[src/rtl/counter_pkg.sv]
// Purpose : shared types and elaboration helpers for the modulo-N counter.
// Latency : n/a (package only).
// Backpressure: n/a (package only).
package counter_pkg;

  typedef enum logic {
    DIR_DOWN = 1'b0,
    DIR_UP   = 1'b1
  } dir_e;

  typedef enum logic {
    MODE_WRAP = 1'b0,
    MODE_SAT  = 1'b1
  } mode_e;

  // Ceiling log2, usable in constant expressions; clog2(1) = 0.
  function automatic int clog2(input int v);
    int r;
    r = 0;
    while ((64'd1 << r) < 64'(v)) r++;
    return r;
  endfunction

endpackage

[src/rtl/dff_vec.sv]
// Purpose : WIDTH-bit register bank with asynchronous active-low reset to 0.
// Latency : d visible on q one clock after the rising edge.
// Backpressure: none; captures d every cycle.
// Ports   : clk, rst_n (async, active-low), d (next value), q (registered value).
module dff_vec #(
  parameter int WIDTH = 1
) (
  input  logic             clk,
  input  logic             rst_n,
  input  logic [WIDTH-1:0] d,
  output logic [WIDTH-1:0] q
);

  always_ff @(posedge clk or negedge rst_n) begin
    if (!rst_n) q <= '0;
    else        q <= d;
  end

endmodule

[src/rtl/counter_mod.sv]
// Purpose : modulo-MODULUS up/down counter with clear, load, wrap/saturate, tc, wrap pulse, sticky err.
// Latency : clear/load/count visible on out one cycle after the sampling edge; tc is combinational.
// Backpressure: none; en gates counting, clr > ld > en > hold.
// Ports   : clk; rst (async, active-low); clr, ld, ld_val, en, up (controls);
//           out (count), tc (terminal count), wrap (one-cycle pulse), err (sticky error).
module counter_mod
  import counter_pkg::*;
#(
  parameter int WIDTH    = 4,
  parameter int MODULUS  = 10,
  parameter int SATURATE = 0
) (
  input  logic             clk,
  input  logic             rst,
  input  logic             clr,
  input  logic             ld,
  input  logic [WIDTH-1:0] ld_val,
  input  logic             en,
  input  logic             up,
  output logic [WIDTH-1:0] out,
  output logic             tc,
  output logic             wrap,
  output logic             err
);

  if (MODULUS < 2 || clog2(MODULUS) > WIDTH) begin : g_bad_params
    $error("counter_mod: need MODULUS >= 2 and 2**WIDTH >= MODULUS");
  end

  localparam int             MAX_I = MODULUS - 1;
  localparam logic [WIDTH:0] MAX_V = MAX_I[WIDTH:0];
  localparam logic [WIDTH:0] ONE   = {{WIDTH{1'b0}}, 1'b1};
  localparam mode_e          MODE  = (SATURATE != 0) ? MODE_SAT : MODE_WRAP;

  logic [WIDTH-1:0] out_d, out_q;
  logic             wrap_d, wrap_q;
  logic             err_d, err_q;

  // One bit wider than the state so MODULUS = 2**WIDTH cannot overflow silently.
  logic [WIDTH:0] cnt_ext, ld_ext, inc, dec;
  dir_e           dir;

  assign cnt_ext = {1'b0, out_q};
  assign ld_ext  = {1'b0, ld_val};
  assign inc     = cnt_ext + ONE;
  assign dec     = cnt_ext - ONE;
  assign dir     = dir_e'(up);

  always_comb begin
    out_d  = out_q;
    wrap_d = 1'b0;
    err_d  = err_q;
    if (clr) begin
      out_d = '0;
      err_d = 1'b0;
    end else if (ld) begin
      if (ld_ext <= MAX_V) out_d = ld_val;
      else                 err_d = 1'b1;
      if (cnt_ext > MAX_V) err_d = 1'b1;
    end else if (cnt_ext > MAX_V) begin
      // Upset left the register outside the count range: recover to 0 and flag it.
      out_d = '0;
      err_d = 1'b1;
    end else if (en) begin
      if (dir == DIR_UP) begin
        if (inc > MAX_V) begin
          if (MODE == MODE_WRAP) begin
            out_d  = '0;
            wrap_d = 1'b1;
          end
        end else begin
          out_d = inc[WIDTH-1:0];
        end
      end else begin
        // Borrow out of the extended bit means we were at 0.
        if (dec[WIDTH]) begin
          if (MODE == MODE_WRAP) begin
            out_d  = MAX_V[WIDTH-1:0];
            wrap_d = 1'b1;
          end
        end else begin
          out_d = dec[WIDTH-1:0];
        end
      end
    end
  end

  dff_vec #(.WIDTH(WIDTH)) u_out_q  (.clk(clk), .rst_n(rst), .d(out_d),  .q(out_q));
  dff_vec #(.WIDTH(1))     u_wrap_q (.clk(clk), .rst_n(rst), .d(wrap_d), .q(wrap_q));
  dff_vec #(.WIDTH(1))     u_err_q  (.clk(clk), .rst_n(rst), .d(err_d),  .q(err_q));

  assign out  = out_q;
  assign wrap = wrap_q;
  assign err  = err_q;
  assign tc   = (dir == DIR_UP) ? (cnt_ext == MAX_V) : (cnt_ext == '0);

endmodule

[config.mk]
export PLATFORM = sky130hd
export DESIGN_NAME = counter_mod
export DESIGN_NICKNAME = d
export VERILOG_FILES = /design/src/rtl/counter_pkg.sv /design/src/rtl/dff_vec.sv /design/src/rtl/counter_mod.sv
export SDC_FILE = /design/constraint.sdc
export NUM_CORES = 1
export LEC_CHECK = 0
export BUFFER_PORTS_ARGS = -buffer_cell sky130_fd_sc_hd__buf_2
export CORE_MARGIN = 2
export CORE_UTILIZATION = 40
export DETAILED_ROUTE_END_ITERATION = 10
export PLACE_DENSITY_LB_ADDON = 0.08
export SKIP_CTS_REPAIR_TIMING = 1
export SLEW_MARGIN = 10
export SYNTH_ARGS = -nofsm -noshare
export SYNTH_HDL_FRONTEND = slang
export SYNTH_HIERARCHICAL = 1
export SYNTH_SLANG_ARGS = --single-unit
[constraint.sdc]
create_clock -name clk -period 2.51 [get_ports clk]
set_input_delay 0.251 -clock clk [delete_from_list [all_inputs] [get_ports clk]]
set_output_delay 0.251 -clock clk [all_outputs]
set_load 0.02 [all_outputs]
==> results of run 1 <==
==> cells in the mapped netlist (all sizes together), types with 2 or more instances <==
master,n
a21oi,5
nand3,3
nor3,2
nand2,5
dfrtp,6
o21ai,5
nor2b,2
a22oi,2
o2111ai,2
nor2,7
ha,4
clkbuf,2
inv,6
o21bai,2
==> logic make-up after synthesis <==
group	synth area share, %
mux	1.856
buf+inv	5.773
simple gates	23.71
compound gates	35.67
fa+ha+maj	8.248
flops	24.74
==> layer usage <==
| layer | share of wire, % | global-route usage (%) | up-vias |
|---|---|---|---|
| li1 | - | - | 332 |
| met2 | 43 | 28.79 | 30 |
| met5 | 0 | 0 | - |
| met4 | 4.2 | 16.97 | 0 |
| met3 | 5.3 | 6.383 | 10 |
| met1 | 47 | 25.98 | 305 |
==> cells in the final DEF (no fill, tap or decap), types with 2 or more instances in the layout <==
| cell type | instances |
|---|---|
| o2111ai_1 | 2 |
| buf_2 | 16 |
| dfrtp_1 | 6 |
| nor2_1 | 7 |
| ha_1 | 4 |
| nor2b_1 | 2 |
| nand2_1 | 5 |
| inv_1 | 6 |
| a21oi_1 | 5 |
| clkbuf_4 | 3 |
| o21ai_0 | 5 |
| nand3_1 | 3 |
| a22oi_1 | 2 |
| nor3_1 | 2 |
| o21bai_1 | 2 |
==> power breakdown <==
part           internal [mW]  switching [mW]  total, mW
clock network         0.0543          0.0382     0.0924
registers              0.104          0.0158      0.120
logic                 0.0515          0.0743      0.126
==> worst reg2reg max path, cell delays in order, from the launching register on <==
cell      delay [ns]
dfrtp_1         0.49
inv_1           0.15
ha_1            0.26
o21bai_1        0.12
a21o_1          0.22
or4_1           0.52
a21oi_1         0.14
==> registers in the layout, summed over array words and instances, names as in the netlist <==
signal      count
u_out_q/q       4
u_err_q/q       1
u_wrap_q/q      1
==> metrics by stage <==
step / instances / instance area (um2) / util [%] / power, mW
floorplan: 76 / 606.8 / - / 0.2034
global placement: 105 / 694.4 / 47.19 / 0.2448
detailed placement: 105 / 694.4 / 47.19 / 0.2446
CTS: 108 / 716.9 / 48.72 / 0.3412
global route: 109 / 726.9 / 49.40 / 0.3684
finish: 109 / 726.9 / 49.40 / 0.3385
==> final timing paths <==
path | endpoint | slack (ns) | cells past startpoint
max in group asynchronous | u_out_q/q[1]$_DFF_PN0_ | 1.99 | 2
min in group asynchronous | u_err_q/q$_DFF_PN0_ | 0.37 | 2
setup / recovery | u_out_q/q[0]$_DFF_PN0_ | 0.52 | 6
hold / removal | u_out_q/q[0]$_DFF_PN0_ | 0.23 | 2
setup reg to reg | u_out_q/q[0]$_DFF_PN0_ | 0.52 | 6
hold reg to reg | u_err_q/q$_DFF_PN0_ | 0.52 | 2
==> final cells by class <==
cell class                 instances  area (um2)  area share [%]
tap                               16       20.02           2.754
multi-input combinational         61       421.7           58.00
inverter                           6       22.52           3.098
timing repair buffer              17       90.09           12.39
clock buffer                       3       22.52           3.098
sequential                         6       150.1           20.65
==> results.ini, run 1 <==
[layout]
fill_cells=159
n_antenna_cell=0
area_growth_pct=19.79
nets=109
drive_above_1_share_pct=25.81

[worst_setup_path]
slowest_delay_ns=0.52
cp_top_family=simple AND/OR/NAND/NOR gates
crit_required_ns=2.69
reg2reg_from=u_out_q/q[0]$_DFF_PN0_
arrival_ns=2.17
cp.buffers_inverters=1
startpoint_type=flip-flop
worstSetupPathType=reg2reg
crit_chain=inv_1 -> ha_1 -> o21bai_1 -> a21o_1 -> or4_1 -> a21oi_1
worstSetupEndpointType=flip-flop
worstPathMaxFanout=11
crit_path_start=u_out_q/q[0]$_DFF_PN0_
slowest_stage=or4_1

[clocking]
clkSinkCount=6
cts_root_buffer=clkbuf_4
path_clk_slew_ns=0.05
htreeDepth=1
clk_latency_ns=0.25
cts_inserted_buffers=3
clk_path_buf_depth=2
cts_tree=done

[pwr]
power.leakage_nw=0.3425
p_per_area_nw_per_um2=465.7
vdd_drop_max_mv=0.2236

[sta]
max_freq_mhz=503.2
period_share_pct=79.17
min_period_ns=1.987
fin_skew_ns=0.007489
maxSlewViolCount=0
tightest_slew_ns=0.4693
hold_viol=0
slew_headroom_pct=67.90
whs_ns=0.2348
fin_ws_ns=0.5229
rsz0062_at_grt=false
tns_ns=0
setup_viol=0

[logic_synthesis]
ys_seq_area_share_pct=24.74
syn-num-nets=90
yosys.area.top_type=dfrtp_1
synthTopCellsByArea=dfrtp_1, ha_1, nor2_1
syn_inst=76
async_flop_share_pct=100.0
synth_top_area_share_pct=24.74
yosys_register_bits=6
synth_edf_count=0
ys_warn_count=6
synth_area_um2=606.8
syn_area_per_cell_um2=7.985
ys.flop_type=dfrtp_1
ys_types=37

[global_route]
first_global_vias=641
grt_pass1_wl_mm=2.808
track_usage_pct=20.77
overflow=0
grt_max_degree=17
antenna_found_initial=0

[die]
rows=14
start_util_pct=41.24
io_pins=17
die_x_um=42.95
dieArea_um2=1845
coreArea_um2=1471
chipHeight_um=42.95

[hold_path]
hold_class=in2reg
min_from=clr

[routing]
firstDrtPassIters=4
vias=677
finalWirelength_mm=1.703
wl_per_cell_um=15.62
viasPerCell=6.211
drt-initial-drc-count=19
ant_nets=0
drt_drc_violations_left=0

[flow_run]
cap_violations=0

[placed_design]
io_buffers=16
dp_hpwl_mm=1.233
place_congestion=0.8016
pre_cts_ws_ns=0.5628

[status]
status=completed

No activity file was read; power rests on OpenSTA's default activity.
==> run 2: changes to the inputs <==
Settings changed: ABC_AREA set to 1.
Clock period 2.51 ns to 1.7 ns, I/O delays scaled along.
==> results.ini, run 2 <==
[placed_design]
dp_hpwl_mm=1.289  ; +4.5%
io_buffers=16  ; unchanged
place_congestion=0.8891  ; +11%
pre_cts_ws_ns=0.07892  ; -0.4839 ns
post_dp_cell_area_um2=708.2  ; +2.0%

[routing]
wl_met2_um=811  ; +9.6%
viasPerCell=5.554  ; -11%
wl_met3_um=84  ; -6.7%
ant_nets=0  ; unchanged
wl_per_cell_um=12.88  ; -18%
met1Wirelength_um=749  ; -6.3%
highest_layer=met4
finalWirelength_mm=1.675  ; -1.6%
firstDrtPassIters=4  ; unchanged
drt_drc_violations_left=0  ; unchanged
drt-initial-drc-count=38  ; +19
vias=722  ; +6.6%

[clocking]
clkSinkCount=6  ; unchanged
path_clk_slew_ns=0.05  ; about the same
clk_latency_ns=0.26  ; about the same
cts_inserted_buffers=3  ; unchanged
htreeDepth=1  ; unchanged
cts_tree=done
cts_root_buffer=clkbuf_4
clk_path_buf_depth=2  ; unchanged

[sta]
period_share_pct=93.67  ; +14 points
setup_viol=0  ; unchanged
tns_ns=0  ; unchanged
min_period_ns=1.592  ; -0.3948 ns
maxSlewViolCount=0  ; unchanged
whs_ns=0.1419  ; -0.09292 ns
tightest_slew_ns=0.3360  ; -0.1333 ns
fin_ws_ns=0.1077  ; -0.4152 ns
fin_skew_ns=0.01002  ; +0.002526 ns
max_freq_mhz=628.0  ; +25%
hold_viol=0  ; unchanged
rsz0062_at_grt=false
slew_headroom_pct=77.60  ; +9.7 points

[pwr]
switchingPower_mw=0.2114  ; +65%
clkPwrFrac_pct=27.2  ; about the same
p_int_mw=0.3163  ; +50%
p_per_area_nw_per_um2=690.3  ; +48%
comb_power_share_pct=40.3  ; +3.1 points
p_sw_share_pct=40.06  ; +2.2 points
power.leakage_nw=0.4147  ; +21%
vdd_drop_max_mv=0.3479  ; +56%
seq_power_share_pct=32.5  ; -3.0 points

[layout]
top_register=u_out_q/q
drive_above_1_share_pct=28.95  ; +3.1 points
reg_top3=u_out_q/q: 4 flops, u_err_q/q: 1 flops, u_wrap_q/q: 1 flops
layout_common_cells=nand2_1, buf_2, a21oi_1
largest_register_ffs=4  ; unchanged
n_antenna_cell=0  ; unchanged
final_common_cell=nand2_1
nets=130  ; +19%
final_area_um2=764.5  ; +5.2%
finish.utilization_pct=51.96  ; +2.6 points
area_growth_pct=23.93

[global_route]
grt_pass1_wl_mm=2.801  ; -0.25%
track_usage_pct=20.10  ; -0.67 points
overflow=0  ; unchanged
grt_max_degree=10  ; -7
antenna_found_initial=0  ; unchanged
first_global_vias=648  ; +1.1%

[logic_synthesis]
yosys-top-cells-count=nand2_1, a21oi_1, inv_1, nand3_1, dfrtp_1
syn_inst=94  ; +24%
yosys.area.top_type=dfrtp_1
syn_area_per_cell_um2=6.562  ; -18%
synth_area_um2=616.8  ; +1.6%
ys.flop_type=dfrtp_1
ys_types=20  ; -46%
synthTopCellsByArea=dfrtp_1, nand2_1, a21oi_1
ys_seq_area_share_pct=24.34  ; -0.40 points
yosysMostFrequentCell=nand2_1
synth_top_area_share_pct=24.34  ; -0.40 points
ys_warn_count=6  ; unchanged
async_flop_share_pct=100.0  ; unchanged
synth_edf_count=0  ; unchanged
yosys_register_bits=6  ; unchanged
syn-num-nets=108  ; +20%

[die]
dieArea_um2=1872  ; +1.5%
rows=14  ; unchanged
chipHeight_um=43.27  ; +0.75%
coreArea_um2=1471  ; unchanged
die_x_um=43.27  ; +0.75%
io_pins=17  ; unchanged
start_util_pct=41.92  ; +0.68 points

[status]
status=completed

[worst_setup_path]
worstSetupEndpointType=flip-flop
startpoint_type=flip-flop
worstSetupPathType=reg2reg
worstPathMaxFanout=7  ; -4
arrival_ns=1.77  ; -0.40 ns
crit_required_ns=1.88  ; -0.81 ns

[hold_path]
hold_class=in2reg

[flow_run]
cap_violations=0  ; unchanged

[run 2: cell types whose count changed in the layout (fill, tap and decap cells not counted), moves of 3 or more]
| cell | previous run | this run |
|---|---|---|
| a21oi_1 | 5 | 12 |
| inv_1 | 6 | 11 |
| nand2_1 | 5 | 23 |
| nand2_2 | 0 | 4 |
| nand3_1 | 3 | 9 |
| nand4_1 | 0 | 3 |
| nor2_1 | 7 | 2 |
| o211ai_1 | 0 | 3 |
[run 2: critical path, stage by stage, from the launching register on]
cell	delay, ns
dfrtp_1	0.40
inv_2	0.15
ha_1	0.25
inv_1	0.09
o211ai_2	0.17
nand2_2	0.11
a21oi_1	0.13
nand2_1	0.07
a21oi_1	0.14
[run 2: worst paths after layout]
kind	to	slack, ns	from	depth (start not counted)
min	u_out_q/q[1]$_DFF_PN0_	0.14	clr	2
max	u_out_q/q[1]$_DFF_PN0_	0.11	u_out_q/q[0]$_DFF_PN0_	8
min reg2reg	u_err_q/q$_DFF_PN0_	0.54	u_err_q/q$_DFF_PN0_	2
max in group asynchronous	u_out_q/q[1]$_DFF_PN0_	1.27	rst	2
max reg2reg	u_out_q/q[1]$_DFF_PN0_	0.11	u_out_q/q[0]$_DFF_PN0_	8
min in group asynchronous	u_out_q/q[0]$_DFF_PN0_	0.27	rst	2
[run 2: layout make-up]
type	count	area (um2)
tap	16	20.02
fill	164	706.9
clock buffer	3	22.52
inverter	15	61.31
multi-input combinational	71	404.1
sequential	6	151.4
timing repair buffer	19	105.1
[run 2: logic make-up (layout without fill, tap and decap cells)]
logic type      count (synthesis)  after routing  share of synthesized area, %
compound gates                 24             24                         23.33
xor+xnor                        1              1                         1.420
fa+ha+maj                       4              4                         8.114
flops                           6              6                         24.34
buf+inv                        17             37                         12.17
simple gates                   42             42                         30.63
[run 2: stage by stage]
| stage | power (mW) | cells |
|---|---|---|
| floorplan | 0.3099 | 94 |
| global placement | 0.3696 | 125 |
| detailed placement | 0.3693 | 125 |
| CTS | 0.5124 | 128 |
| global route | 0.5709 | 130 |
| finish | 0.5277 | 130 |
[run 2: power groups by stage]
stage	combinational (mW)	sequential (mW)	clock [mW]
after floorplan	0.131	0.179	0
after global placement	0.198	0.172	0
after detailed placement	0.196	0.173	0
after CTS	0.197	0.171	0.145
after global routing	0.239	0.173	0.159
final	0.213	0.171	0.144
[run 2: per-layer routing]
metal	global-route usage (%)	vias up
li1	-	356
met1	25.26	338
met2	32.54	26
met3	2.553	2
met4	11.52	0
met5	0	-
==> run 3: changes to the inputs <==
Settings changed: CELL_PAD_IN_SITES_DETAIL_PLACEMENT set to 0, CELL_PAD_IN_SITES_GLOBAL_PLACEMENT set to 1, CORE_UTILIZATION 40 to 31, GPL_TIMING_DRIVEN set to 0.
==> results.ini, run 3 (same netlist as run 2, synthesis figures left out) <==
[sta]
max_freq_mhz=616.3  ; -1.9%
tns_ns=0  ; unchanged
min_period_ns=1.623  ; +0.03028 ns
slew_headroom_pct=84.52  ; +6.9 points
whs_ns=0.1708  ; +0.02892 ns
period_share_pct=95.45  ; +1.8 points
fin_skew_ns=0.003466  ; -0.006549 ns
setup_viol=0  ; unchanged
hold_viol=0  ; unchanged
tightest_slew_ns=0.2300  ; -0.1060 ns
maxSlewViolCount=0  ; unchanged
rsz0062_at_grt=true

[clocking]
cts_tree=done
htreeDepth=1  ; unchanged
clk_latency_ns=0.24  ; -0.02 ns
cts_root_buffer=clkbuf_4
path_clk_slew_ns=0.04  ; about the same
clkSinkCount=6  ; unchanged
cts_inserted_buffers=3  ; unchanged
clk_path_buf_depth=2  ; unchanged

[placed_design]
dp_hpwl_mm=1.281  ; -0.64%
placed_cells=137  ; +9.6%
place_congestion=0.7834  ; -12%
io_buffers=16  ; unchanged

[pwr]
comb_power_share_pct=42.8  ; +2.5 points
power.leakage_nw=0.4233  ; +2.1%
p_total_mw=0.5124  ; -2.9%
vdd_drop_max_mv=0.3983  ; +15%
clkPwrFrac_pct=25.0  ; -2.2 points
switchingPower_mw=0.1950  ; -7.8%
p_per_area_nw_per_um2=647.0  ; -6.3%
p_int_mw=0.3174  ; +0.34%
seq_power_share_pct=32.2  ; -0.3 points
p_sw_share_pct=38.06  ; -2.0 points

[layout]
reg_top3=u_out_q/q: 4 flops, u_err_q/q: 1 flops, u_wrap_q/q: 1 flops
drive_above_1_share_pct=32.76  ; +3.8 points
layout_common_cells=nand2_1, buf_2, inv_1, a21oi_1, nand3_1
final_common_cell=nand2_1
top_register=u_out_q/q
n_antenna_cell=0  ; unchanged
fin_cells=143  ; +10%
area_growth_pct=28.40
largest_register_ffs=4  ; unchanged
nets=132  ; +1.5%

[worst_setup_path]
reg2regPathDepth=9  ; +1
cp_top_family=flip-flops
worstSetupPathType=reg2reg
cp.buffers_inverters=1  ; -1
crit_required_ns=1.86  ; -0.02 ns
path_common_cell=nand2_1
arrival_ns=1.78  ; about the same
path_depth=9  ; +1
slowest_stage=dfrtp_2
slowest_delay_ns=0.44  ; +0.04 ns
reg2reg_from=u_out_q/q[0]$_DFF_PN0_
crit_chain=inv_4 -> ha_1 -> o21bai_1 -> nand2_1 -> nand2_2 -> nand4_1 -> nand2_1 -> nand2_1 -> a21oi_1
startpoint_type=flip-flop
worstSetupEndpointType=flip-flop
worstPathMaxFanout=7  ; unchanged
crit_path_start=u_out_q/q[0]$_DFF_PN0_

[global_route]
overflow=0  ; unchanged
track_usage_pct=14.72  ; -5.4 points
antenna_found_initial=0  ; unchanged
grt_pass1_wl_mm=2.718  ; -3.0%
first_global_vias=616  ; -4.9%
grt_max_degree=9  ; -1

[flow_run]
cap_violations=0  ; unchanged

[die]
start_util_pct=32.10  ; -9.8 points
rows=16  ; +2
io_pins=17  ; unchanged
die_x_um=48.61  ; +12%
dieArea_um2=2362  ; +26%
coreArea_um2=1922  ; +31%
chipHeight_um=48.61  ; +12%

[hold_path]
whs_path_depth=2  ; unchanged
hold_class=in2reg
min_from=clr

[routing]
drt_drc_violations_left=0  ; unchanged
finalWirelength_mm=1.586  ; -5.3%
ant_nets=0  ; unchanged
wl_per_cell_um=11.09  ; -14%
firstDrtPassIters=4  ; unchanged
vias=692  ; -4.2%
viasPerCell=4.839  ; -13%
drt-initial-drc-count=12  ; -68%

[status]
status=completed

run 3: per-layer routing:
metal	routed length (um)	vias to the layer above	track usage (%)
li1	-	358	-
met1	740	309	19.39
met2	739	23	23.06
met3	91	2	5.556
met4	16	0	2.857
met5	0	-	0
run 3: cell type report:
class | count | area (um2)
buffer | 2 | 16.27
clock buffer | 3 | 22.52
fill | 229 | 1130
inverter | 15 | 61.31
multi-input combinational | 71 | 401.6
sequential | 6 | 151.4
tap | 27 | 33.78
timing repair buffer | 19 | 105.1
run 3: metrics by stage:
stage / util [%] / setup slack (ns) / cell area [um2]
2_1_floorplan: - / 0.09283 / 616.8
3_3_place_gp: 38.02 / -0.09718 / 730.7
3_5_place_dp: 38.02 / -0.04857 / 730.7
4_1_cts: 39.19 / -0.06627 / 753.2
5_1_grt: 41.21 / -0.01858 / 792.0
6_report: 41.21 / 0.07740 / 792.0
run 3: power by group through the flow:
| stage | registers [mW] | clock network [mW] | logic [mW] |
|---|---|---|---|
| 2_1_floorplan | 0.179 | 0 | 0.131 |
| 3_3_place_gp | 0.167 | 0 | 0.205 |
| 3_5_place_dp | 0.167 | 0 | 0.205 |
| 4_1_cts | 0.165 | 0.134 | 0.206 |
| 5_1_grt | 0.167 | 0.158 | 0.246 |
| 6_report | 0.165 | 0.128 | 0.219 |
run 3: final timing paths:
kind / slack (ns) / endpoint
min in group asynchronous: 0.29 / u_out_q/q[2]$_DFF_PN0_
worst min-delay path: 0.17 / u_out_q/q[2]$_DFF_PN0_
worst max-delay path: 0.08 / u_out_q/q[1]$_DFF_PN0_
worst min register to register: 0.50 / u_err_q/q$_DFF_PN0_
max in group asynchronous: 1.25 / u_out_q/q[0]$_DFF_PN0_
worst max register to register: 0.08 / u_out_q/q[1]$_DFF_PN0_
